[src/rtl/fb_write_arbiter.sv]
// fb_write_arbiter: shares one framebuffer write port between the pixel stream and a full-screen clear sweep.
// Optional FB_STATS_EN adds a saturating pix_count of retired pixel writes.
module fb_write_arbiter #(
  parameter int FB_WIDTH   = 640,
  parameter int FB_HEIGHT  = 480,
  parameter int X_BITS     = 10,
  parameter int Y_BITS     = 9,
  parameter int ADDR_BITS  = 19,
  parameter int COLOR_BITS = 8
) (
  input  logic                  clk,
  input  logic                  rst,
  input  logic                  clear_start,
  input  logic [COLOR_BITS-1:0] clear_color,
  output logic                  clear_done,
  input  logic                  pix_valid,
  input  logic [X_BITS-1:0]     pix_x,
  input  logic [Y_BITS-1:0]     pix_y,
  input  logic [COLOR_BITS-1:0] pix_color,
  output logic                  pix_ready,
  output logic                  fb_we,
  output logic [ADDR_BITS-1:0]  fb_addr,
  output logic [COLOR_BITS-1:0] fb_wdata,
  input  logic                  fb_ack,
  output logic                  busy
`ifdef FB_STATS_EN
  ,
  output logic [31:0]           pix_count
`endif
);
  localparam logic [1:0] IDLE       = 2'd0;
  localparam logic [1:0] CLEAR      = 2'd1;
  localparam logic [1:0] CLEAR_WAIT = 2'd2;
  localparam logic [1:0] DONE       = 2'd3;
  localparam logic [ADDR_BITS-1:0] LAST_ADDR = ADDR_BITS'(FB_WIDTH * FB_HEIGHT - 1);
  logic [1:0]            state_q, state_d;
  logic                  fb_we_q, fb_we_d;
  logic [ADDR_BITS-1:0]  addr_q, addr_d, cnt_q, cnt_d;
  logic [COLOR_BITS-1:0] wdata_q, wdata_d, color_q, color_d;
  logic                  slot_free, pix_load, clr_acc, clr_load;
  always_comb begin
    slot_free = !fb_we_q || fb_ack;
    pix_ready = !rst && state_q == IDLE && slot_free && !clear_start;
    pix_load  = pix_valid && pix_ready && 32'(pix_x) < FB_WIDTH && 32'(pix_y) < FB_HEIGHT;
    clr_acc   = state_q == IDLE && clear_start;
    clr_load  = state_q == CLEAR && slot_free;
    fb_we_d   = pix_load || clr_load || (fb_we_q && !fb_ack);
    addr_d    = pix_load ? ADDR_BITS'(pix_y) * ADDR_BITS'(FB_WIDTH) + ADDR_BITS'(pix_x)
              : clr_load ? cnt_q : addr_q;
    wdata_d   = pix_load ? pix_color : clr_load ? color_q : wdata_q;
    cnt_d     = clr_acc ? '0 : clr_load ? cnt_q + ADDR_BITS'(1) : cnt_q;
    color_d   = clr_acc ? clear_color : color_q;
    state_d   = clr_acc ? CLEAR
              : (clr_load && cnt_q == LAST_ADDR) ? CLEAR_WAIT
              : (state_q == CLEAR_WAIT && fb_ack) ? DONE
              : state_q == DONE ? IDLE : state_q;
  end
  always_ff @(posedge clk) begin
    if (rst) begin
      state_q <= IDLE;
      fb_we_q <= 1'b0;
      addr_q  <= '0;
      wdata_q <= '0;
      cnt_q   <= '0;
      color_q <= '0;
    end else begin
      state_q <= state_d;
      fb_we_q <= fb_we_d;
      addr_q  <= addr_d;
      wdata_q <= wdata_d;
      cnt_q   <= cnt_d;
      color_q <= color_d;
    end
  end
  assign fb_we      = fb_we_q;
  assign fb_addr    = addr_q;
  assign fb_wdata   = wdata_q;
  assign clear_done = state_q == DONE;
  assign busy       = state_q != IDLE || fb_we_q;
`ifdef FB_STATS_EN
  // slot_pix_q marks the occupied slot as a pixel write so clear writes are not counted
  logic        slot_pix_q, slot_pix_d;
  logic [31:0] count_q, count_d;
  always_comb begin
    slot_pix_d = pix_load ? 1'b1 : clr_load ? 1'b0 : slot_pix_q;
    count_d    = clr_acc ? '0
               : (fb_we_q && fb_ack && slot_pix_q && count_q != '1) ? count_q + 32'd1 : count_q;
  end
  always_ff @(posedge clk) begin
    if (rst) begin
      slot_pix_q <= 1'b0;
      count_q    <= '0;
    end else begin
      slot_pix_q <= slot_pix_d;
      count_q    <= count_d;
    end
  end
  assign pix_count = count_q;
`endif
endmodule

[config.mk]
export PLATFORM = sky130hd
export DESIGN_NAME = fb_write_arbiter
export DESIGN_NICKNAME = d
export VERILOG_FILES = /design/src/rtl/fb_write_arbiter.sv
export SDC_FILE = /design/constraint.sdc
export NUM_CORES = 1
export LEC_CHECK = 0
export BUFFER_PORTS_ARGS = -buffer_cell sky130_fd_sc_hd__buf_2
export CAP_MARGIN = 25
export CORE_MARGIN = 2
export CORE_UTILIZATION = 45
export CTS_CLUSTER_DIAMETER = 100
export DETAILED_ROUTE_END_ITERATION = 8
export GPL_TIMING_DRIVEN = 0
export MAX_ROUTING_LAYER = met4
export PLACE_DENSITY = 0.66
export SETUP_SLACK_MARGIN = 0.1
export SYNTH_ARGS = -nofsm -noshare
export SYNTH_HDL_FRONTEND = slang
export SYNTH_SLANG_ARGS = --single-unit
[constraint.sdc]
create_clock -name clk -period 2.6 [get_ports clk]
set_input_delay 0.13 -clock clk [delete_from_list [all_inputs] [get_ports clk]]
set_output_delay 0.13 -clock clk [all_outputs]
set_load 0.05 [all_outputs]
=== Yosys cells after proc, flatten, opt, wreduce, memory -nomap -nowiden ===
Cells that the tools add are included.

* Memories kept: 0
* Bits in writable memories: 0
* Bits of input ports: 40
* ROM bits: 0
* Latch bits: 0
* Word-level logic and storage cells: 49
* Register bits after elaboration: 57
* Output and inout port bits: 31

* Bitwise operators: 0
* $lt $le $gt $ge: 2
* Shift operators: 0
* Multiply operators: 1
* Div/mod/pow operators: 0
* Eq/ne operators: 4
* Muxes and demuxes: 8
* Add/sub/neg operators: 2
* Reductions and logical operators: 25

{| class="wikitable"
|+ Operators by type and width
! operator !! count
|-
| 19-bit 2-to-1 mux || 2
|-
| 19-bit by 1-bit adder with 19-bit output, second input constant || 1
|-
| 19-bit by 10-bit adder with 19-bit output || 1
|-
| 19-bit equality test, second input constant || 1
|-
| 8-bit 2-to-1 mux || 2
|-
| 9-bit by 3-bit multiplier with 12-bit output, second input constant || 1
|-
| 1-bit logical AND || 11
|-
| 10-bit < comparator, second input constant || 1
|-
| 9-bit < comparator, second input constant || 1
|-
| 2-bit 2-to-1 mux || 3
|-
| 2-bit equality test, second input constant || 2
|-
| 1-bit zero test || 4
|-
| 1-bit logical OR || 4
|-
| 2-bit nonzero test || 2
|-
| 4-bit nonzero test || 1
|-
| 3-bit nonzero test || 1
|-
| 2-bit by 1-bit equality test with 1-bit output, second input constant || 1
|-
| 2-bit zero test || 1
|-
| 2-bit OR reduction || 1
|-
| 1-bit 2-to-1 mux || 1
|}

=== Logic depth before layout (Yosys ltp) ===
* Depth after elaboration: 9
* Depth in mapped cells: 9
* Mapped depth without buffers: 9

=== Worst setup path after synthesis ===
Ideal clock, no wire load.

* Path kind: in2reg
* Start: input port pix_y[1]
* End: register addr_q[18] (netlist: fb_addr[18])
* Data required time: 2.514 ns
* Path buffers: 0
* Cell stages on the path: 9
* Setup time: 0.086 ns
* Arrival time: 2.295 ns
* Setup slack: 0.218 ns
* Path through: ha_1 ha_1 fa_1 a21o_1 a221oi_2 xnor2_1 nand3_1 a211o_1 a221oi_2

* Cells in the longest elaborated chain, start to end: 3
* Elaborated cells between the ends (all ways): 6
* Classes of those cells: 1 x add/sub; 1 x mul; 1 x order compare; 1 x mux; 2 x reduce/logical

{| class="wikitable"
|+ Ends and longest elaborated chain
! element !! RTL line !! source
|-
| start, declared || 18 || <nowiki>input logic [Y_BITS-1:0] pix_y,</nowiki>
|-
| 9-bit by 3-bit multiplier with 12-bit output / 9-bit < comparator (equally long branches) || 48, 44 ||
|-
| 19-bit by 10-bit adder with 19-bit output / 1-bit logical AND (equally long branches) || 48, 44 ||
|-
| 19-bit 2-to-1 mux / 2-bit nonzero test (equally long branches) || n/a ||
|-
| end signal, assigned || 69 || <nowiki>addr_q <= addr_d;</nowiki>
|-
| end, declared || 38 || <nowiki>logic [ADDR_BITS-1:0] addr_q, addr_d, cnt_q, cnt_d;</nowiki>
|}

Parallel ways exist; a longest one is shown, timed or not.
A chain may end at the register's enable or synchronous reset.

=== Worst setup path in the final report ===
Ends and elaborated chain as after synthesis.

==> metrics.md <==
| Metric | Value |
|---|---|
| Outcome | completed |
| Post-CTS Setup Inserts | 0 |
| # IOs | 71 |
| Detailed Place HPWL | 6164 µm |
| Vias per cell | 5.374 |
| Initial antenna violation count | 0 |
| Worst setup margin | between 200 and 300 ps |
| CTS tree | done |
| Area grow syn2layout | 19.62% |
| Number of global-route vias before repair | 2757 |
| Worst Hold Class | in2reg |
| Worst Path Max Fanout | 3 |
| CP Class | in2reg |
| Post-synthesis simple-gate area fraction | between 20 and 30% |
| DP Worst Slack | -70.99 ps |
| Die X-Extent | 87.34 µm |
| Detailed-router iteration count before antenna repair | 4 |
| Syn_nets | 442 |
| First-pass GRT wire length | 13070 µm |
| Routed wire per std cell | 14.58 µm |
| Clk_lat worst skew | 330 ps |
| Worst setup SP type | input pin |
| Root buffer cell | clkbuf_8 |
| HP Start | clear_color[1] |
| Initial Utilization | 46.26% |
| Compound-Gate Fraction of Synth Area | 15.93% |
| Worst-case clock buffer depth | 2 |
| Htree depth | 3 |
| Ys flop type | dfxtp_1 |
| WP data required | 2840 ps |
| Tightest Pin Transition | 615.0 ps |
| Fin Hold WS | 37.50 ps |
| Asr flop ratio synth | 0% |
| CTS Buf Count | 9 |
| Netlist cell types | 50 |
| Synth Cell Area | ~0.0031 mm² |
| Peak supply drop | around 270 µV |
| Critical Path AT | between 2000 and 3000 ps |
| Die height | about 87 µm |
| # rows | 30 |
| Worst setup path startpoint | pix_y[1] |
| Final net count | 523 |
| Warnings, synthesis | 0 |
| Yosys top cell area share | 36.51% |
| Remaining global-route overflow | 0 |
| Skew final | around 12 ps |
| Largest family of logic cells by synthesized area | simple AND/OR/NAND/NOR gates |
| Xor and xnor area share after synthesis | slightly below 8% |
| Total global-route track usage | 22.45% |
| Synth area leaders | dfxtp_1 37%, nand2_1 9.7%, ha_1 7.2% |
| Initial DRC count | 194 |
| Synthesized flop and latch total | 57 |
| Ant diodes | 0 |
| RSZ-0062 raised after global routing | false |
| Post-synthesis mux area share | less than 1% |
| Post_cts resized | 0 |
| Pin count of the biggest net entering global routing | 11 |
| Fill count | 677 |
| GP Congestion | 0.8615 |
| Post-synthesis cell count | 382 |
| Core area | 0.006756 mm² |
| Cts hold-fix bufs | 0 |
| Cell taking the most area after synthesis | dfxtp_1 |
| Leading cell types in the layout, fill and taps excluded | 81 x nand2_1, 76 x buf_2, 57 x dfxtp_1 |
| R2r startpoint | fb_we$_SDFF_PP0_ |
| Post-route ant nets | 0 |
| Slew Viols, Final | 0 |
| IO buf count | 70 |
| Final Cycle Share | 90.19% |
| Syn avg cell area | 8.182 µm² |
| Final wirelength | 7988 µm |
| Max Cap Violations | 0 |
| Final setup vio count | 0 |
| Commonest non-fill, non-tap cell in the layout | nand2_1 |
| Post-route DRC | 0 |
| Die ar. | between 0.007 and 0.008 mm² |
| Crit path time final | 2345 ps |
| Post-synth EDFFs | 0 |
| Adder-Cell Fraction of Synth Area | between 8 and 9% |
| Share of layout cells above drive strength 1 | 21.58% |
| PwrDens | 553.8 mW/mm² |
| Static leakage | ~0.0016 µW |
| Final hold vios | 0 |
| Clock-pin slew on the worst setup and hold paths | 60 ps |
| Via count | 2945 |
| CTS Sinks | 57 |
| Relative slew margins | 59.00% |
| Seq/Total Area, Yosys | between 30 and 40% |
| Crit path capture type | flip-flop |
| Fmax | between 400 and 500 MHz |
-- cells in the mapped netlist, drive strengths merged (5+ instances only) --
library cell   n
dfxtp         57
a311oi        20
nand2         81
nand4         11
a21oi         20
nand3          8
o21ai          5
and3           9
buf            7
ha            18
inv            9
nor2          45
a211oi         5
clkbuf        12
xnor2         10
xor2          16
a21o           5
-- report_power, final --
part,switching (µW),internal [µW]
combinational,292,159
sequential,17.4,902
clock,362,339
-- worst max-delay path: stages --
cell      delay [ps]
buf_2            120
ha_1             290
ha_1             240
fa_1             430
a21o_1           230
a221oi_2         310
xnor2_1          210
nand3_1          140
a211o_1          270
a221oi_2         220
-- layout make-up --
type	count	area (µm²)	area share (%)
Buffer	19	78.83	2.108
Multi-Input combinational cell	297	1872	50.07
Sequential cell	57	1141	30.52
Inverter	9	33.78	0.9036
Tap cell	80	100.1	2.677
Clock inverter	6	35.03	0.9371
Clock buffer	10	127.6	3.414
Timing Repair Buffer	70	350.3	9.371
-- per-layer routing --
layer,vias to the layer above,global-route usage [%],share of wire [%]
li1,1496,-,-
met4,0,6.294,0.71
met2,72,36.16,49
met1,1371,28.83,46
met5,-,-,0
met3,6,4.171,3.6
-- registers in the layout (all words and copies together), names as in the netlist --
register and flops:
fb_addr 19, cnt_q 19, fb_wdata 8, fb_we 1, state_q 2, color_q 8
-- metrics by stage --
step                      total power, µW  instance area, µm²  cells  setup TNS, ps  util [%]
final                                2071                3739    548              0     55.33
after global routing                 2167                3739    548              0     55.33
after CTS                            2083                3739    548              0     55.33
after detailed placement             1389                3576    532         -70.99     52.93
after global placement               1386                3576    532         -43.56     52.93
after floorplan                      1269                3126    382              0         -
-- path summary, 6_finish.rpt --
check	to	slack, ps	cells after the start
min reg2reg	color_q[6]$_SDFFE_PP0P_	460	2
max reg2reg	fb_addr[4]$_SDFFE_PP0P_	670	6
min	color_q[1]$_SDFFE_PP0P_	40	3
max	fb_addr[18]$_SDFFE_PP0P_	260	10
-- cell families after synthesis --
family	Yosys count
AO/OA/AOI/OAI	68
XOR/XNOR	26
buffers and inverters	28
AND/OR/NAND/NOR	181
flip-flops	57
multiplexers	2
adder cells (fa/ha/maj)	20
(Power assumes the default switching activity.)
